--- src/rtl/pipe_stage_buf_pkg.sv ---
// Shared pipeline types for the RV32I stage buffers: handshake bundle, depth limit,
// buffer operation encoding and pointer sizing helper.
package pipe_stage_buf_pkg;

    localparam int PIPE_BUF_MAX_DEPTH = 8;

    typedef struct packed {
        logic valid;
        logic ready;
    } stage_hs_t;

    // Encoded as {push, pop} so it can be cast straight from the two strobes.
    typedef enum logic [1:0] {
        BUF_IDLE = 2'b00,
        BUF_POP  = 2'b01,
        BUF_PUSH = 2'b10,
        BUF_BOTH = 2'b11
    } buf_op_e;

    function automatic int ptr_width(input int depth);
        return (depth > 1) ? $clog2(depth) : 1;
    endfunction

endpackage

--- src/rtl/pipe_stage_buf_if.sv ---
// Valid/ready/data bundle between two pipeline stages; master drives the payload,
// slave answers with ready.
interface pipe_stage_buf_if #(
    parameter int WIDTH = 32
);

    logic             valid;
    logic             ready;
    logic [WIDTH-1:0] data;

    modport master (
        output valid,
        output data,
        input  ready
    );

    modport slave (
        input  valid,
        input  data,
        output ready
    );

endinterface

--- src/rtl/pipe_buf_ptr.sv ---
// Wrap-around index counter for the stage buffer; counts 0..DEPTH-1 so that
// non-power-of-two depths wrap correctly. clr takes priority over inc.
module pipe_buf_ptr
    import pipe_stage_buf_pkg::*;
#(
    parameter  int DEPTH = 2,
    localparam int PW    = ptr_width(DEPTH)
) (
    input  logic          clk,
    input  logic          rst,
    input  logic          inc,
    input  logic          clr,
    output logic [PW-1:0] ptr
);

    localparam logic [PW-1:0] LAST = PW'(DEPTH - 1);

    always_ff @(posedge clk or negedge rst) begin
        if (!rst) begin
            ptr <= '0;
        end else if (clr) begin
            ptr <= '0;
        end else if (inc) begin
            ptr <= (ptr == LAST) ? '0 : ptr + 1'b1;
        end
    end

endmodule

--- src/rtl/pipe_stage_buf.sv ---
// Elastic valid/ready FIFO between RV32I pipeline stages with synchronous flush.
// Define PIPE_STAGE_BUF_BYPASS_EN for zero-latency passthrough when empty.
module pipe_stage_buf
    import pipe_stage_buf_pkg::*;
#(
    parameter  int WIDTH = 32,
    parameter  int DEPTH = 2,
    localparam int CW    = $clog2(DEPTH + 1),
    localparam int PW    = ptr_width(DEPTH)
) (
    input  logic                   clk,
    input  logic                   rst,
    input  logic                   flush,
    pipe_stage_buf_if.slave        in_bus,
    pipe_stage_buf_if.master       out_bus,
    output logic [CW-1:0]          count
);

    localparam logic [CW-1:0] FULL = CW'(DEPTH);

    if (DEPTH < 1 || DEPTH > PIPE_BUF_MAX_DEPTH) begin : g_bad_depth
        $error("pipe_stage_buf: DEPTH must be within 1..8");
    end

    logic [WIDTH-1:0] mem [DEPTH];
    logic [PW-1:0]    wr_ptr;
    logic [PW-1:0]    rd_ptr;
    logic [CW-1:0]    count_q;
    logic [WIDTH-1:0] head_data;
    stage_hs_t        in_hs;
    stage_hs_t        out_hs;
    logic             bypass;
    logic             push;
    logic             pop;
    buf_op_e          op;

`ifdef PIPE_STAGE_BUF_BYPASS_EN
    assign bypass = (count_q == '0) & in_bus.valid & out_bus.ready & ~flush;
`else
    assign bypass = 1'b0;
`endif

    // in_ready is derived from registered occupancy only, never from out_ready.
    always_comb begin
        in_hs.valid  = in_bus.valid;
        in_hs.ready  = (count_q != FULL);
        out_hs.valid = (count_q != '0) | bypass;
        out_hs.ready = out_bus.ready;
        push         = in_hs.valid & in_hs.ready & ~flush & ~bypass;
        pop          = out_hs.valid & out_hs.ready & ~bypass;
        op           = buf_op_e'({push, pop});
    end

    always_comb begin
        head_data = '0;
        for (int i = 0; i < DEPTH; i++) begin
            if (rd_ptr == PW'(i)) begin
                head_data = mem[i];
            end
        end
    end

    assign in_bus.ready  = in_hs.ready;
    assign out_bus.valid = out_hs.valid;
    assign out_bus.data  = bypass ? in_bus.data : head_data;
    assign count         = count_q;

    always_ff @(posedge clk or negedge rst) begin
        if (!rst) begin
            for (int i = 0; i < DEPTH; i++) begin
                mem[i] <= '0;
            end
        end else if (push) begin
            for (int i = 0; i < DEPTH; i++) begin
                if (wr_ptr == PW'(i)) begin
                    mem[i] <= in_bus.data;
                end
            end
        end
    end

    // Flush clears occupancy but leaves mem untouched; stale entries are unreachable.
    always_ff @(posedge clk or negedge rst) begin
        if (!rst) begin
            count_q <= '0;
        end else if (flush) begin
            count_q <= '0;
        end else begin
            case (op)
                BUF_PUSH: count_q <= count_q + 1'b1;
                BUF_POP:  count_q <= count_q - 1'b1;
                default:  count_q <= count_q;
            endcase
        end
    end

    pipe_buf_ptr #(.DEPTH(DEPTH)) u_wr_ptr (
        .clk (clk),
        .rst (rst),
        .inc (push),
        .clr (flush),
        .ptr (wr_ptr)
    );

    pipe_buf_ptr #(.DEPTH(DEPTH)) u_rd_ptr (
        .clk (clk),
        .rst (rst),
        .inc (pop),
        .clr (flush),
        .ptr (rd_ptr)
    );

endmodule

--- src/flat_wrapper.sv ---
// flat-port wrapper written by rule: the top's interface ports become plain ports
module pipe_stage_buf_flat import pipe_stage_buf_pkg::*;
#(
    parameter  int WIDTH = 32,
    parameter  int DEPTH = 2,
    localparam int CW    = $clog2(DEPTH + 1),
    localparam int PW    = ptr_width(DEPTH)
)
  (clk, rst, flush, count, in_bus_valid, in_bus_data, in_bus_ready, out_bus_valid, out_bus_data, out_bus_ready);
  pipe_stage_buf_if #(.WIDTH(WIDTH)) in_bus_i ();
  pipe_stage_buf_if #(.WIDTH(WIDTH)) out_bus_i ();
  input  logic clk;
  input  logic rst;
  input  logic flush;
  output logic [CW-1:0] count;
  input wire logic [$bits(in_bus_i.valid)-1:0] in_bus_valid;
  input wire logic [$bits(in_bus_i.data)-1:0] in_bus_data;
  output wire logic [$bits(in_bus_i.ready)-1:0] in_bus_ready;
  output wire logic [$bits(out_bus_i.valid)-1:0] out_bus_valid;
  output wire logic [$bits(out_bus_i.data)-1:0] out_bus_data;
  input wire logic [$bits(out_bus_i.ready)-1:0] out_bus_ready;
  assign in_bus_i.valid = in_bus_valid;
  assign in_bus_i.data = in_bus_data;
  assign in_bus_ready = in_bus_i.ready;
  assign out_bus_valid = out_bus_i.valid;
  assign out_bus_data = out_bus_i.data;
  assign out_bus_i.ready = out_bus_ready;
  pipe_stage_buf #(.WIDTH(WIDTH), .DEPTH(DEPTH)) u_core (.clk(clk), .rst(rst), .flush(flush), .in_bus(in_bus_i), .out_bus(out_bus_i), .count(count));
endmodule
--- config.mk ---
export PLATFORM = sky130hd
export DESIGN_NAME = pipe_stage_buf_flat
export DESIGN_NICKNAME = d
export VERILOG_FILES = /design/src/rtl/pipe_stage_buf_pkg.sv /design/src/rtl/pipe_stage_buf_if.sv /design/src/rtl/pipe_buf_ptr.sv /design/src/rtl/pipe_stage_buf.sv /design/src/flat_wrapper.sv
export SDC_FILE = /design/constraint.sdc
export NUM_CORES = 1
export LEC_CHECK = 0
export BUFFER_PORTS_ARGS = -buffer_cell sky130_fd_sc_hd__buf_2
export CORE_UTILIZATION = 45
export DETAILED_ROUTE_END_ITERATION = 8
export PLACE_DENSITY = 0.67
export SETUP_SLACK_MARGIN = 0.5
export SYNTH_ARGS = -nofsm -noshare
export SYNTH_HDL_FRONTEND = slang
export SYNTH_SLANG_ARGS = --single-unit
--- constraint.sdc ---
create_clock -name clk -period 2.19 [get_ports clk]
set_clock_uncertainty 0.1 [all_clocks]
set_input_delay 0.3285 -clock clk [delete_from_list [all_inputs] [get_ports clk]]
set_output_delay 0.3285 -clock clk [all_outputs]
set_load 0.005 [all_outputs]
==> flow_summary.json, run 1 <==
{
  "syn_inst": 195,
  "gp_congestion": 0.704,
  "ff2ff_path_depth": 5,
  "setup_viol": 0,
  "die_h_um": 83.8,
  "clock_latency_ns": 0.34,
  "critPathKind": "reg2out",
  "routed_wl_um": 6290,
  "tightest_slew_ns": 0.377,
  "cap_viol_max_count": 0,
  "timing.fmax_mhz": 534,
  "arrival_ns": 1.44,
  "antenna_found_initial": 0,
  "period_minus_slack_ns": 1.87,
  "fin_util_pct": 61.8,
  "dp_cells": 339,
  "outcome": "complete, no violations",
  "avgViaCountPerCell": 5.26,
  "yosysWarnings": 0,
  "first_pass_iters": 4,
  "cts.sinks": 68,
  "cts_tree": "done",
  "n_antenna_cell": 0,
  "synth_area_per_cell_um2": 15.4,
  "cts_root_buf": "clkbuf_8",
  "fill_cells": 513,
  "start_kind": "flip-flop",
  "wl_per_cell_um": 17.3,
  "rsz0062_at_grt": "yes",
  "boundaryPins": 73,
  "layout.cells.non_filler": 363,
  "dp_hpwl_um": 3530,
  "hold_viol": 0,
  "ant_nets": 0,
  "track_usage_pct": 17.7,
  "ys_seq_elements": 68,
  "finalNetCount": 318,
  "cp_slowest_cell": "dfrtp_2",
  "hold_path_depth": 2,
  "core_um2": 6390,
  "initial_utilization_pct": 47.1,
  "area_growth_pct": 31.1,
  "fin_total_pwr_mw": 3.65,
  "endpoint_kind": "output pin",
  "slew_violations": 0,
  "cp.required_ns": 1.76,
  "ys_types": 22,
  "floorplan.die_area_um2": 7010,
  "hold_path.class": "in2reg",
  "die_w_um": 83.8,
  "gr-total-overflow": 0,
  "cp_max_fo": 16,
  "grt_max_degree": 69,
  "peakVddDrop_v": 0.000518,
  "grt_first_pass_wirelength_um": 9490,
  "drc": 0,
  "synth_area_um2": 3010,
  "ctsLongestPathBuffers": 2,
  "setup_ws_ns": 0.318,
  "max-slew-margin-rel_pct": 74.9,
  "yosysSeqAreaShare_pct": 56.6,
  "cts_buffers": 9,
  "portBuffers": 72,
  "syn_nets": 232,
  "critical_path.cell_chain": "clkbuf_16 -> mux2_2 -> buf_2",
  "final_common_cell": "buf_2",
  "final_cell_mix": "buf_2, mux2_2, dfrtp_1, mux2_4, clkbuf_8",
  "row_count": 29,
  "num_vias": 1908,
  "fin_tns_setup_ns": 0,
  "reg2reg_setup_slack_ns": 0.43,
  "p_leak_nw": 1.85,
  "crit_path_max_incr_delay_ns": 0.42,
  "layout-drive-gt1-share_pct": 71.3,
  "drt_iter0_markers": 66,
  "cts-htree-levels": 3,
  "post-route-period-util_pct": 85.5,
  "grt_pass1_vias": 2014,
  "preCtsSetupSlack_ns": 0.424,
  "powerDensity_nw_per_um2": 924,
  "clk_pin_slew_worst_paths_ns": 0.07
}
synthesized netlist by cell type:
| master | n | area share [%] |
|---|---|---|
| a21o_1 | 1 | 0.25 |
| a21oi_1 | 4 | 0.67 |
| buf_4 | 3 | 0.75 |
| buf_6 | 3 | 1.1 |
| clkbuf_1 | 4 | 0.50 |
| dfrtp_1 | 68 | 57 |
| inv_1 | 1 | 0.12 |
| inv_2 | 1 | 0.12 |
| mux2_1 | 5 | 1.9 |
| mux2_2 | 91 | 34 |
| mux2i_1 | 1 | 0.33 |
| nand3b_1 | 1 | 0.25 |
| nand4b_2 | 1 | 0.50 |
| nor2_1 | 1 | 0.12 |
| nor2b_2 | 1 | 0.29 |
| nor3b_1 | 1 | 0.25 |
| nor4_4 | 1 | 0.71 |
| o211ai_1 | 1 | 0.25 |
| o21ai_0 | 2 | 0.33 |
| or2_2 | 2 | 0.42 |
| or3_1 | 1 | 0.21 |
| xor2_1 | 1 | 0.29 |
final cells by class:
type / instances / area, um^2 / area share (%)
Tap cell: 77 / 96.3 / 2.44
Inverter: 2 / 7.51 / 0.190
Multi-Input combinational cell: 115 / 1340 / 33.9
Clock buffer: 11 / 151 / 3.84
Clock inverter: 5 / 50.0 / 1.27
Timing Repair Buffer: 85 / 594 / 15.1
Sequential cell: 68 / 1710 / 43.2
power breakdown:
group | internal (mW) | switching [mW]
sequential | 1.56 | 0.151
combinational | 0.590 | 0.306
clock | 0.580 | 0.462
state kept, by name, indices dropped and copies added, names as in the netlist:
register	flops
u_core.count	2
u_core.u_wr_ptr.ptr	1
u_core.u_rd_ptr.ptr	1
u_core.mem	64
path summary, 6_finish.rpt:
path | end | from
max in group asynchronous | u_core.count[0]$_DFFE_PN0P_ | rst
min in group asynchronous | u_core.mem[13]$_DFFE_PN0P_ | rst
hold / removal | u_core.mem[7]$_DFFE_PN0P_ | in_bus_data[7]
setup reg to reg | u_core.mem[33]$_DFFE_PN0P_ | u_core.count[1]$_DFFE_PN0P_
hold reg to reg | u_core.mem[59]$_DFFE_PN0P_ | u_core.mem[59]$_DFFE_PN0P_
setup / recovery | out_bus_data[6] | u_core.u_rd_ptr.ptr$_DFFE_PN0P_
worst max-delay path, delay by kind of cell, from the launching register on:
kind     cells  cell delay [ns]
buf+inv      2             0.33
flops        1             0.42
mux          1             0.34
through the flow:
| step | cell area, um^2 | hold WS [ns] |
|---|---|---|
| detailed placement | 3480 | 0.277 |
| floorplan | 3010 | -0.0671 |
| finish | 3940 | 0.128 |
| CTS | 3730 | 0.117 |
| global placement | 3480 | 0.280 |
| global route | 3940 | 0.109 |
cells by family (layout without fill, tap and decap cells):
group / count (synthesis) / in the layout / synth area share, %
multiplexers: 97 / 97 / 36.3
flip-flops: 68 / 68 / 56.6
buffers and inverters: 12 / 103 / 2.62
AND/OR/NAND/NOR: 9 / 9 / 2.75
AO/OA/AOI/OAI: 8 / 8 / 1.50
XOR/XNOR: 1 / 1 / 0.291
repair_timing:
action | 4_1_cts | 5_1_grt
endpoints found under the hold margin | 68 | 0
buffers inserted | 0 | 2
gates resized for setup | 4 | 31
gates cloned | 1 | 4
setup endpoints to repair | 93 | 91
pin swaps | 0 | 1
hold buffers | 1 | 0
metal layers:
metal	routed length (um)	part of all wire [%]	vias to the layer above	GRT usage, %
li1	-	-	881	-
met1	2950	47	969	21.9
met2	2950	47	48	28.3
met3	290	4.6	10	5.14
met4	99	1.6	0	8.78
met5	0	0	-	0
(Power assumes the default switching activity.)
==> run 2, diff against run 1 <==
Settings changed: CELL_PAD_IN_SITES_DETAIL_PLACEMENT set to 1, CELL_PAD_IN_SITES_GLOBAL_PLACEMENT set to 2, CORE_UTILIZATION 45 to 38, CTS_BUF_LIST set to sky130_fd_sc_hd__clkbuf_2 sky130_fd_sc_hd__clkbuf_4 sky130_fd_sc_hd__clkbuf_8, PLACE_DENSITY 0.67 to 0.8, REMOVE_ABC_BUFFERS set to 1.
==> run 2 against run 1 <==
Net effect:
- first-iteration DRC count fell by 70%
- highest routed layer unchanged
- non-clock buffer count is the same
- sequential share of layout area up 1.3 points
- utilization is 12 points lower
- register-to-register slack better by 0.13 ns
- clock-buffer cell count did not move
- largest cell class unchanged
- final cell count increased by 6.9%
- wire length shrank 1.1%
- sequential cell count stayed put
- global-route usage shrank 1.7 points
- design area decreased by 2.9%
- maximum frequency is 0.41% higher
==> flow_summary.json, run 2 (same netlist as run 1, synthesis figures left out) <==
{
  "top_register": "u_core.mem",
  "n_antenna_cell": 0,
  "setup_viol": 0,
  "cts.sinks": 68,
  "cts_tree": "done",
  "grt_first_pass_wirelength_um": 10200,
  "finalNetCount": 318,
  "cap_viol_max_count": 0,
  "num_vias": 1900,
  "cp_slowest_cell": "dfrtp_1",
  "final_common_cell": "mux2_2",
  "first_pass_iters": 3,
  "grt_pass1_vias": 2122,
  "gr-total-overflow": 0,
  "rsz0062_at_grt": "yes",
  "peakVddDrop_v": 0.000426,
  "gr-usage-met2_pct": 27.3,
  "post-route-period-util_pct": 85.1,
  "cp_max_fo": 13,
  "drc": 0,
  "ctsLongestPathBuffers": 2,
  "avgViaCountPerCell": 4.90,
  "die_w_um": 91.0,
  "wl_per_cell_um": 16.0,
  "grt_util_met1_pct": 19.3,
  "boundaryPins": 73,
  "max-slew-margin-rel_pct": 67.4,
  "die_h_um": 91.0,
  "start_kind": "flip-flop",
  "path_buf_inv": 2,
  "largest_reg_flops": 64,
  "ant_nets": 0,
  "clk_pin_slew_worst_paths_ns": 0.07,
  "critical_path.cell_chain": "buf_6 -> mux2_2 -> buf_2",
  "cp.required_ns": 1.76,
  "period_minus_slack_ns": 1.86,
  "clock_latency_ns": 0.34,
  "fill_cells": 832,
  "preCtsSetupSlack_ns": 0.349,
  "portBuffers": 72,
  "hold_path.class": "in2reg",
  "setup_ws_ns": 0.326,
  "initial_utilization_pct": 39.1,
  "row_count": 32,
  "dp_hpwl_um": 4080,
  "critPathKind": "reg2out",
  "final_cell_mix": "mux2_2, buf_2, dfrtp_1, clkbuf_8",
  "busiest_layer": "met2",
  "cts-htree-levels": 3,
  "path_delay_family": "flip-flops",
  "holdWs_ns": 0.119,
  "core_um2": 7690,
  "grt_max_degree": 50,
  "slew_violations": 0,
  "routed_wl_um": 6220,
  "drt_iter0_markers": 20,
  "area_growth_pct": 27.3,
  "track_usage_pct": 16.0,
  "antenna_found_initial": 0,
  "cts_root_buf": "clkbuf_8",
  "tightest_slew_ns": 0.489,
  "hold_viol": 0,
  "gp_congestion": 0.723,
  "met3_usage_pct": 3.60,
  "outcome": "complete, no violations",
  "endpoint_kind": "output pin",
  "p_leak_nw": 1.76,
  "cts_buffers": 9,
  "timing.fmax_mhz": 536,
  "crit_path_max_incr_delay_ns": 0.41,
  "arrival_ns": 1.44,
  "powerDensity_nw_per_um2": 921,
  "floorplan.die_area_um2": 8280,
  "layout-drive-gt1-share_pct": 70.3
}
run 2: worst register-to-register path, stage by stage (launching register included):
cell	delay [ns]
dfrtp_2	0.44
nor2b_4	0.16
inv_2	0.09
nand4b_4	0.20
clkbuf_16	0.24
mux2_4	0.29
run 2: what timing repair did:
| action | CTS | global route |
|---|---|---|
| hold buffers | 1 | 0 |
| setup endpoints to repair | 93 | 84 |
| cloned | 0 | 2 |
| pin swaps | 0 | 1 |
| resized for setup | 11 | 6 |
| buffers inserted | 2 | 1 |
| hold endpoints to repair | 19 | 0 |
run 2: metrics by stage:
stage | power, mW | cells | TNS (ns) | area, um^2 | util, %
2_1_floorplan | 2.18 | 185 | -3.69 | 2940 | -
3_5_place_dp | 2.52 | 366 | 0 | 3490 | 45.4
5_1_grt | 3.74 | 388 | 0 | 3830 | 49.8
3_3_place_gp | 2.48 | 366 | 0 | 3490 | 45.4
6_report | 3.53 | 388 | 0 | 3830 | 49.8
4_1_cts | 3.56 | 385 | 0 | 3740 | 48.7
run 2: cell type report:
| class | instances | area, um^2 | share of cell area, % |
|---|---|---|---|
| Inverter | 2 | 7.51 | 0.196 |
| Clock buffer | 11 | 139 | 3.63 |
| Clock inverter | 5 | 52.6 | 1.37 |
| Tap cell | 102 | 128 | 3.33 |
| Multi-Input combinational cell | 115 | 1240 | 32.5 |
| Timing Repair Buffer | 85 | 553 | 14.4 |
| Sequential cell | 68 | 1700 | 44.5 |
run 2: per-layer routing:
layer | share of wire [%] | vias up
li1 | - | 878
met1 | 44 | 966
met2 | 50 | 46
met3 | 4.1 | 10
met4 | 1.6 | 0
met5 | 0 | -
run 2: power by group:
| group | leakage (nW) | switching [mW] | internal [mW] | total, mW |
|---|---|---|---|---|
| registers | 0.812 | 0.144 | 1.56 | 1.70 |
| logic | 0.848 | 0.292 | 0.520 | 0.812 |
| clock network | 0.0999 | 0.469 | 0.546 | 1.01 |
| total | 1.76 | 0.905 | 2.62 | 3.53 |
run 2: path summary, 6_finish.rpt:
check	slack (ns)	endpoint	cells after the start	from
worst max-delay path	0.33	out_bus_data[2]	3	u_core.u_rd_ptr.ptr$_DFFE_PN0P_
worst min-delay path	0.12	u_core.mem[42]$_DFFE_PN0P_	2	in_bus_data[10]
worst max register to register	0.56	u_core.mem[7]$_DFFE_PN0P_	5	u_core.count[1]$_DFFE_PN0P_
worst min register to register	0.39	u_core.mem[59]$_DFFE_PN0P_	1	u_core.mem[59]$_DFFE_PN0P_
max in group asynchronous	0.97	u_core.mem[21]$_DFFE_PN0P_	3	rst
min in group asynchronous	0.38	u_core.count[0]$_DFFE_PN0P_	2	rst
